===== src/rtl/adc_scan_sequencer.sv =====
// adc_scan_sequencer: scans enabled ADC mux channels in ascending order, one serial sample per channel
module adc_scan_sequencer #(
    parameter int NUM_CH        = 8,
    parameter int DATA_W        = 16,
    parameter int SETTLE_CYCLES = 50,
    parameter int CONV_CYCLES   = 100,
    parameter int SCLK_DIV      = 4
) (
    input  logic              CLK_100M,
    input  logic              rst,
    input  logic              scan_en,
    input  logic [NUM_CH-1:0] ch_mask,
    input  logic              ad_sdout,
    output logic              ad_sclk,
    output logic              ad_cnvst_n,
    output logic [NUM_CH-1:0] ad_sel,
    output logic              busy,
    output logic              result_valid,
    output logic [2:0]        result_ch,
    output logic [DATA_W-1:0] result_data,
    output logic              scan_done
);
    localparam int SHIFT_LEN = 2 * SCLK_DIV * DATA_W;
    localparam int CNT_MAX = (SHIFT_LEN > SETTLE_CYCLES) ?
        ((SHIFT_LEN > CONV_CYCLES) ? SHIFT_LEN : CONV_CYCLES) :
        ((SETTLE_CYCLES > CONV_CYCLES) ? SETTLE_CYCLES : CONV_CYCLES);
    localparam int CNT_W = $clog2(CNT_MAX + 1);

    typedef enum logic [2:0] {IDLE, SETTLE, CNV, WAIT, SHIFT, DONE} state_t;

    state_t             state, state_n;
    logic [CNT_W-1:0]   cnt, cnt_n, half;
    logic [2:0]         ch, ch_n, first, nxt;
    logic [NUM_CH-1:0]  pass_mask, mask_n, sel_n;
    logic [DATA_W-1:0]  shreg;
    logic               found, sclk_n, cnvst_n_n, busy_n, rv_n, sd_n;

    // State, counters and all outputs are registered from the next-state decode
    always_ff @(posedge CLK_100M or posedge rst) begin
        if (rst) begin
            state        <= IDLE;
            cnt          <= '0;
            ch           <= '0;
            pass_mask    <= '0;
            shreg        <= '0;
            ad_sclk      <= 1'b0;
            ad_cnvst_n   <= 1'b1;
            ad_sel       <= '0;
            busy         <= 1'b0;
            result_valid <= 1'b0;
            result_ch    <= '0;
            result_data  <= '0;
            scan_done    <= 1'b0;
        end else begin
            state        <= state_n;
            cnt          <= cnt_n;
            ch           <= ch_n;
            pass_mask    <= mask_n;
            ad_sclk      <= sclk_n;
            ad_cnvst_n   <= cnvst_n_n;
            ad_sel       <= sel_n;
            busy         <= busy_n;
            result_valid <= rv_n;
            scan_done    <= sd_n;
            if (sclk_n && !ad_sclk)
                shreg <= {shreg[DATA_W-2:0], ad_sdout};
            if (rv_n) begin
                result_ch   <= ch;
                result_data <= shreg;
            end
        end
    end

    // Next state: phase counter per state, lowest channel on start, next higher channel after DONE
    always_comb begin
        state_n = state;
        cnt_n   = cnt + 1'b1;
        ch_n    = ch;
        mask_n  = pass_mask;
        first   = '0;
        nxt     = ch;
        found   = 1'b0;
        for (int i = NUM_CH - 1; i >= 0; i--)
            if (ch_mask[i]) first = 3'(i);
        for (int i = NUM_CH - 1; i >= 0; i--)
            if (pass_mask[i] && 3'(i) > ch) begin
                nxt   = 3'(i);
                found = 1'b1;
            end
        case (state)
            IDLE: begin
                cnt_n = '0;
                if (scan_en && |ch_mask) begin
                    state_n = SETTLE;
                    ch_n    = first;
                    mask_n  = ch_mask;
                end
            end
            SETTLE: if (cnt == CNT_W'(SETTLE_CYCLES - 1)) begin state_n = CNV;   cnt_n = '0; end
            CNV:    if (cnt == CNT_W'(1))                 begin state_n = WAIT;  cnt_n = '0; end
            WAIT:   if (cnt == CNT_W'(CONV_CYCLES - 1))   begin state_n = SHIFT; cnt_n = '0; end
            SHIFT:  if (cnt == CNT_W'(SHIFT_LEN - 1))     begin state_n = DONE;  cnt_n = '0; end
            DONE: begin
                cnt_n   = '0;
                state_n = (found && scan_en) ? SETTLE : IDLE;
                ch_n    = (found && scan_en) ? nxt : ch;
            end
            default: state_n = IDLE;
        endcase
    end

    // Output decode of the upcoming state; SCLK is high in the odd SCLK_DIV-long slots of SHIFT
    always_comb begin
        half      = cnt_n / CNT_W'(SCLK_DIV);
        sclk_n    = (state_n == SHIFT) && half[0];
        cnvst_n_n = state_n != CNV;
        sel_n     = (state_n == IDLE) ? '0 : NUM_CH'(1) << ch_n;
        busy_n    = state_n != IDLE;
        rv_n      = state_n == DONE;
        sd_n      = (state == DONE) && !found && scan_en;
    end
endmodule


===== config.mk =====
export PLATFORM = sky130hd
export DESIGN_NAME = adc_scan_sequencer
export DESIGN_NICKNAME = d
export VERILOG_FILES = /design/src/rtl/adc_scan_sequencer.sv
export SDC_FILE = /design/constraint.sdc
export NUM_CORES = 1
export LEC_CHECK = 0
export CAP_MARGIN = 25
export CORE_MARGIN = 4
export CORE_UTILIZATION = 49
export DETAILED_ROUTE_END_ITERATION = 6
export PLACE_DENSITY = 0.75
export SYNTH_ARGS = -nofsm -noshare
export SYNTH_HDL_FRONTEND = slang
export SYNTH_SLANG_ARGS = --single-unit

===== constraint.sdc =====
create_clock -name CLK_100M -period 2.5 [get_ports CLK_100M]
set_clock_uncertainty 0.05 [all_clocks]
set_input_delay 0.25 -clock CLK_100M [delete_from_list [all_inputs] [get_ports CLK_100M]]
set_output_delay 0.25 -clock CLK_100M [all_outputs]
set_load 0.01 [all_outputs]

==> results.py <==
metrics = {
    "outcome": {
        "status": "finished, final reports clean",
    },
    "timing": {
        "report.final.slew_viol_count": 0,
        "finalCriticalPeriod_ns": 2.410,
        "rsz0062_at_grt": "true",
        "post-route-period-util_pct": 96.39,
        "tns_ns": 0,
        "worst_slew_pin_slew_ns": 0.4908,
        "finalHoldViolCount": 0,
        "clock.fmax_mhz": 415.0,
        "relSlewSlack_pct": 66.98,
        "setup_viol": 0,
    },
    "floorplan": {
        "core_area_um2": 6350,
        "rows": 29,
        "die-width_um": 88.68,
        "die_y_um": 88.68,
        "pin_count": 44,
        "start_util_pct": 50.23,
        "fp.dieArea_um2": 7863,
    },
    "global_routing": {
        "grt_pass1_vias": 2312,
        "grt_pass1_wl_um": 10300,
        "grt_max_degree": 70,
        "antenna_found_initial": 0,
        "grt_use_total_pct": 17.25,
        "grt.overflow.total": 0,
    },
    "min_path": {
        "hp-class": "primary input to async pin",
    },
    "detailed_routing": {
        "drtPass1Iterations": 4,
        "viasPerCell": 5.342,
        "ant_nets": 0,
        "routed_wl_um": 6158,
        "routedWlPerCell_um": 14.73,
        "drt-initial-drc-count": 108,
        "vias": 2233,
        "drc": 0,
    },
    "job": {
        "max-cap-violations": 0,
    },
    "worst_setup_path": {
        "r2r-start": "cnt[0]$_DFF_PP0_",
        "required_ns": 2.69,
        "crit_path_end_kind": "register",
        "reg2reg_to": "shreg[11]$_DFFE_PP0P_",
        "ff2ff_setup_slack_ns": 0.09,
        "path_max_fanout": 7,
        "rr_worst_depth": 7,
        "critPathArrivalTime_ns": 2.60,
        "crit_path_end": "shreg[11]$_DFFE_PP0P_",
        "critPathLaunchType": "register",
        "path_class": "register to register",
        "startpoint": "cnt[0]$_DFF_PP0_",
    },
    "pwr": {
        "vdd_drop_max_mv": 0.5646,
        "power_density_nw_per_um2": 525.7,
        "leakagePower_nw": 1.948,
        "power.total_mw": 2.151,
    },
    "yosys": {
        "syn_inst": 264,
        "synth.distinct_cells": 60,
        "ys_seq_area_share_pct": 54.18,
        "avgSynthCellArea_um2": 12.08,
        "syn_area_um2": 3189,
        "synth_edf_count": 0,
        "yosys_warnings": 0,
        "synthFlopType": "dfrtp_1",
        "async_flop_share_pct": 100.0,
        "syn-num-nets": 278,
        "ys_ff_latch": 69,
    },
    "finish": {
        "instances_no_fill": 418,
        "finalCoreUtilization_pct": 64.43,
        "fillerInstances": 476,
        "drive_gt1_share_pct": 30.21,
        "diodes": 0,
        "fin_area_um2": 4091,
        "syn2layout_area_growth_pct": 28.29,
        "nets": 350,
        "seqCellArea_um2": 1728,
        "multi_input_area_um2": 1361,
    },
    "placement": {
        "dp_cells": 402,
        "hpwlAfterDp_um": 4441,
        "place.gp.congestion": 0.8885,
        "place_area_um2": 3862,
        "port_buffers": 43,
    },
    "clock_network": {
        "root_buffer": "clkbuf_8",
        "clk_path_buf_depth": 2,
        "cts.sinks": 69,
        "htree_levels": 3,
        "cts_tree": "yes",
        "insertion_delay_ns": 0.35,
        "postCtsSetupRepairBufs": 0,
        "clk_pin_slew_ns": 0.07,
        "cts_buffers": 9,
    },
}
-- state kept, by name, summed over array words and instances (netlist names) --
signal	cells
result_data	16
shreg	16
ad_sel	8
cnt	8
pass_mask	7
ch	3
result_ch	3
state	3
ad_cnvst_n	1
ad_sclk	1
busy	1
result_valid	1
scan_done	1
-- area by class of cell --
cell class / instances / share of cell area [%]
timing repair buffer: 72 / 16.24
tap: 77 / 2.355
multi-input combinational: 173 / 33.27
sequential: 69 / 42.23
clock inverter: 6 / 1.774
clock buffer: 10 / 3.119
inverter: 11 / 1.009
-- report_power, final --
| group | internal [mW] | switching (mW) | leakage [nW] |
|---|---|---|---|
| logic | 0.0545 | 0.0578 | 0.932 |
| clock network | 0.469 | 0.433 | 0.0971 |
| registers | 1.13 | 0.0108 | 0.919 |
-- logic make-up (layout without fill, tap and decap cells) --
kind of cell,count (synthesis),count (layout),share of synthesized area [%]
simple gates,89,89,15.54
flops,69,69,54.18
compound gates,41,41,10.32
mux,35,35,13.53
buf+inv,22,99,4.001
xor+xnor,6,6,1.648
fa+ha+maj,2,2,0.7845
-- metal layers --
| layer | global-route usage, % | routed length [um] | vias to the layer above |
|---|---|---|---|
| li1 | - | - | 1087 |
| met1 | 20.46 | 2633 | 1093 |
| met2 | 29.08 | 3162 | 42 |
| met3 | 4.935 | 237 | 11 |
| met4 | 7.692 | 125 | 0 |
| met5 | 0 | 0 | - |
-- stage by stage --
stage	hold slack [ns]	setup slack (ns)
2_1_floorplan	0.3054	-0.08602
3_5_place_dp	0.4193	-0.09020
4_1_cts	0.2370	-0.03163
3_3_place_gp	0.4112	-0.01640
5_1_grt	0.2679	-0.01963
6_report	0.2427	0.09037
-- cells in the mapped netlist, types with 2 or more instances --
library cell   n  share of area [%]
dfrtp_1       68                 53
mux2_2        25                8.8
nand2_1       23                2.7
nor2_1        16                1.9
mux2_4        10                4.7
nor3_1        10                1.6
inv_1          9                1.1
nand3_1        6               0.94
nor3b_1        6                1.4
a21oi_1        5               0.78
o21ai_0        5               0.78
o21bai_1       5                1.2
and3_1         4               0.78
nor2b_1        4               0.78
or3_1          4               0.78
xor2_1         4                1.1
a211oi_1       3               0.71
buf_6          3                1.1
clkbuf_1       3               0.35
a21o_1         2               0.47
buf_2          2               0.31
ha_1           2               0.78
inv_2          2               0.24
o211ai_1       2               0.47
o21a_1         2               0.47
o31ai_1        2               0.47
or2_2          2               0.39
or4_1          2               0.47
xnor2_1        2               0.55
-- layout by cell type (no fill, tap or decap), types with 2 or more instances in the layout --
master	n
nor3_1	9
clkdlybuf4s50_1	43
nor3b_1	6
nand2_1	23
a211oi_1	3
inv_1	8
o21ai_0	5
nor2b_1	4
a21o_1	2
nand3_1	6
dfrtp_1	68
a21oi_1	5
mux2_2	25
or2_2	2
and3_1	4
o21a_1	2
xnor2_1	2
or4_4	2
o21bai_1	3
xor2_1	4
o211ai_1	2
buf_4	27
inv_2	3
or3_1	4
or3b_4	2
o21bai_2	2
clkinv_4	3
o21ai_2	2
clkbuf_8	9
ha_1	2
mux2_4	10
nor2_1	16
-- how the worst min path moves through the flow --
stage / start / end / slack (ns)
after global placement: pass_mask[1]$_DFFE_PP0P_ / pass_mask[1]$_DFFE_PP0P_ / 0.41
after detailed placement: pass_mask[1]$_DFFE_PP0P_ / pass_mask[1]$_DFFE_PP0P_ / 0.42
after CTS: rst / result_data[3]$_DFFE_PP0P_ / 0.24
final: rst / result_data[4]$_DFFE_PP0P_ / 0.24
after floorplan: ch_mask[1] / pass_mask[1]$_DFFE_PP0P_ / 0.31
after global routing: rst / shreg[5]$_DFFE_PP0P_ / 0.27
-- what timing repair did --
item / CTS / global route
resized for setup: 0 / 7
pin swaps: 0 / 0
hold buffers: 0 / 0
setup endpoints to repair: 7 / 24
-- critical path, cell delays in order (launching register included) --
cell and delay [ns]:
dfrtp_1 0.40, ha_1 0.15, or3b_4 0.39, or3_4 0.35, a221oi_4 0.30, or4_4 0.17
buf_4 0.15, mux2_2 0.34
(Power assumes the default switching activity.)
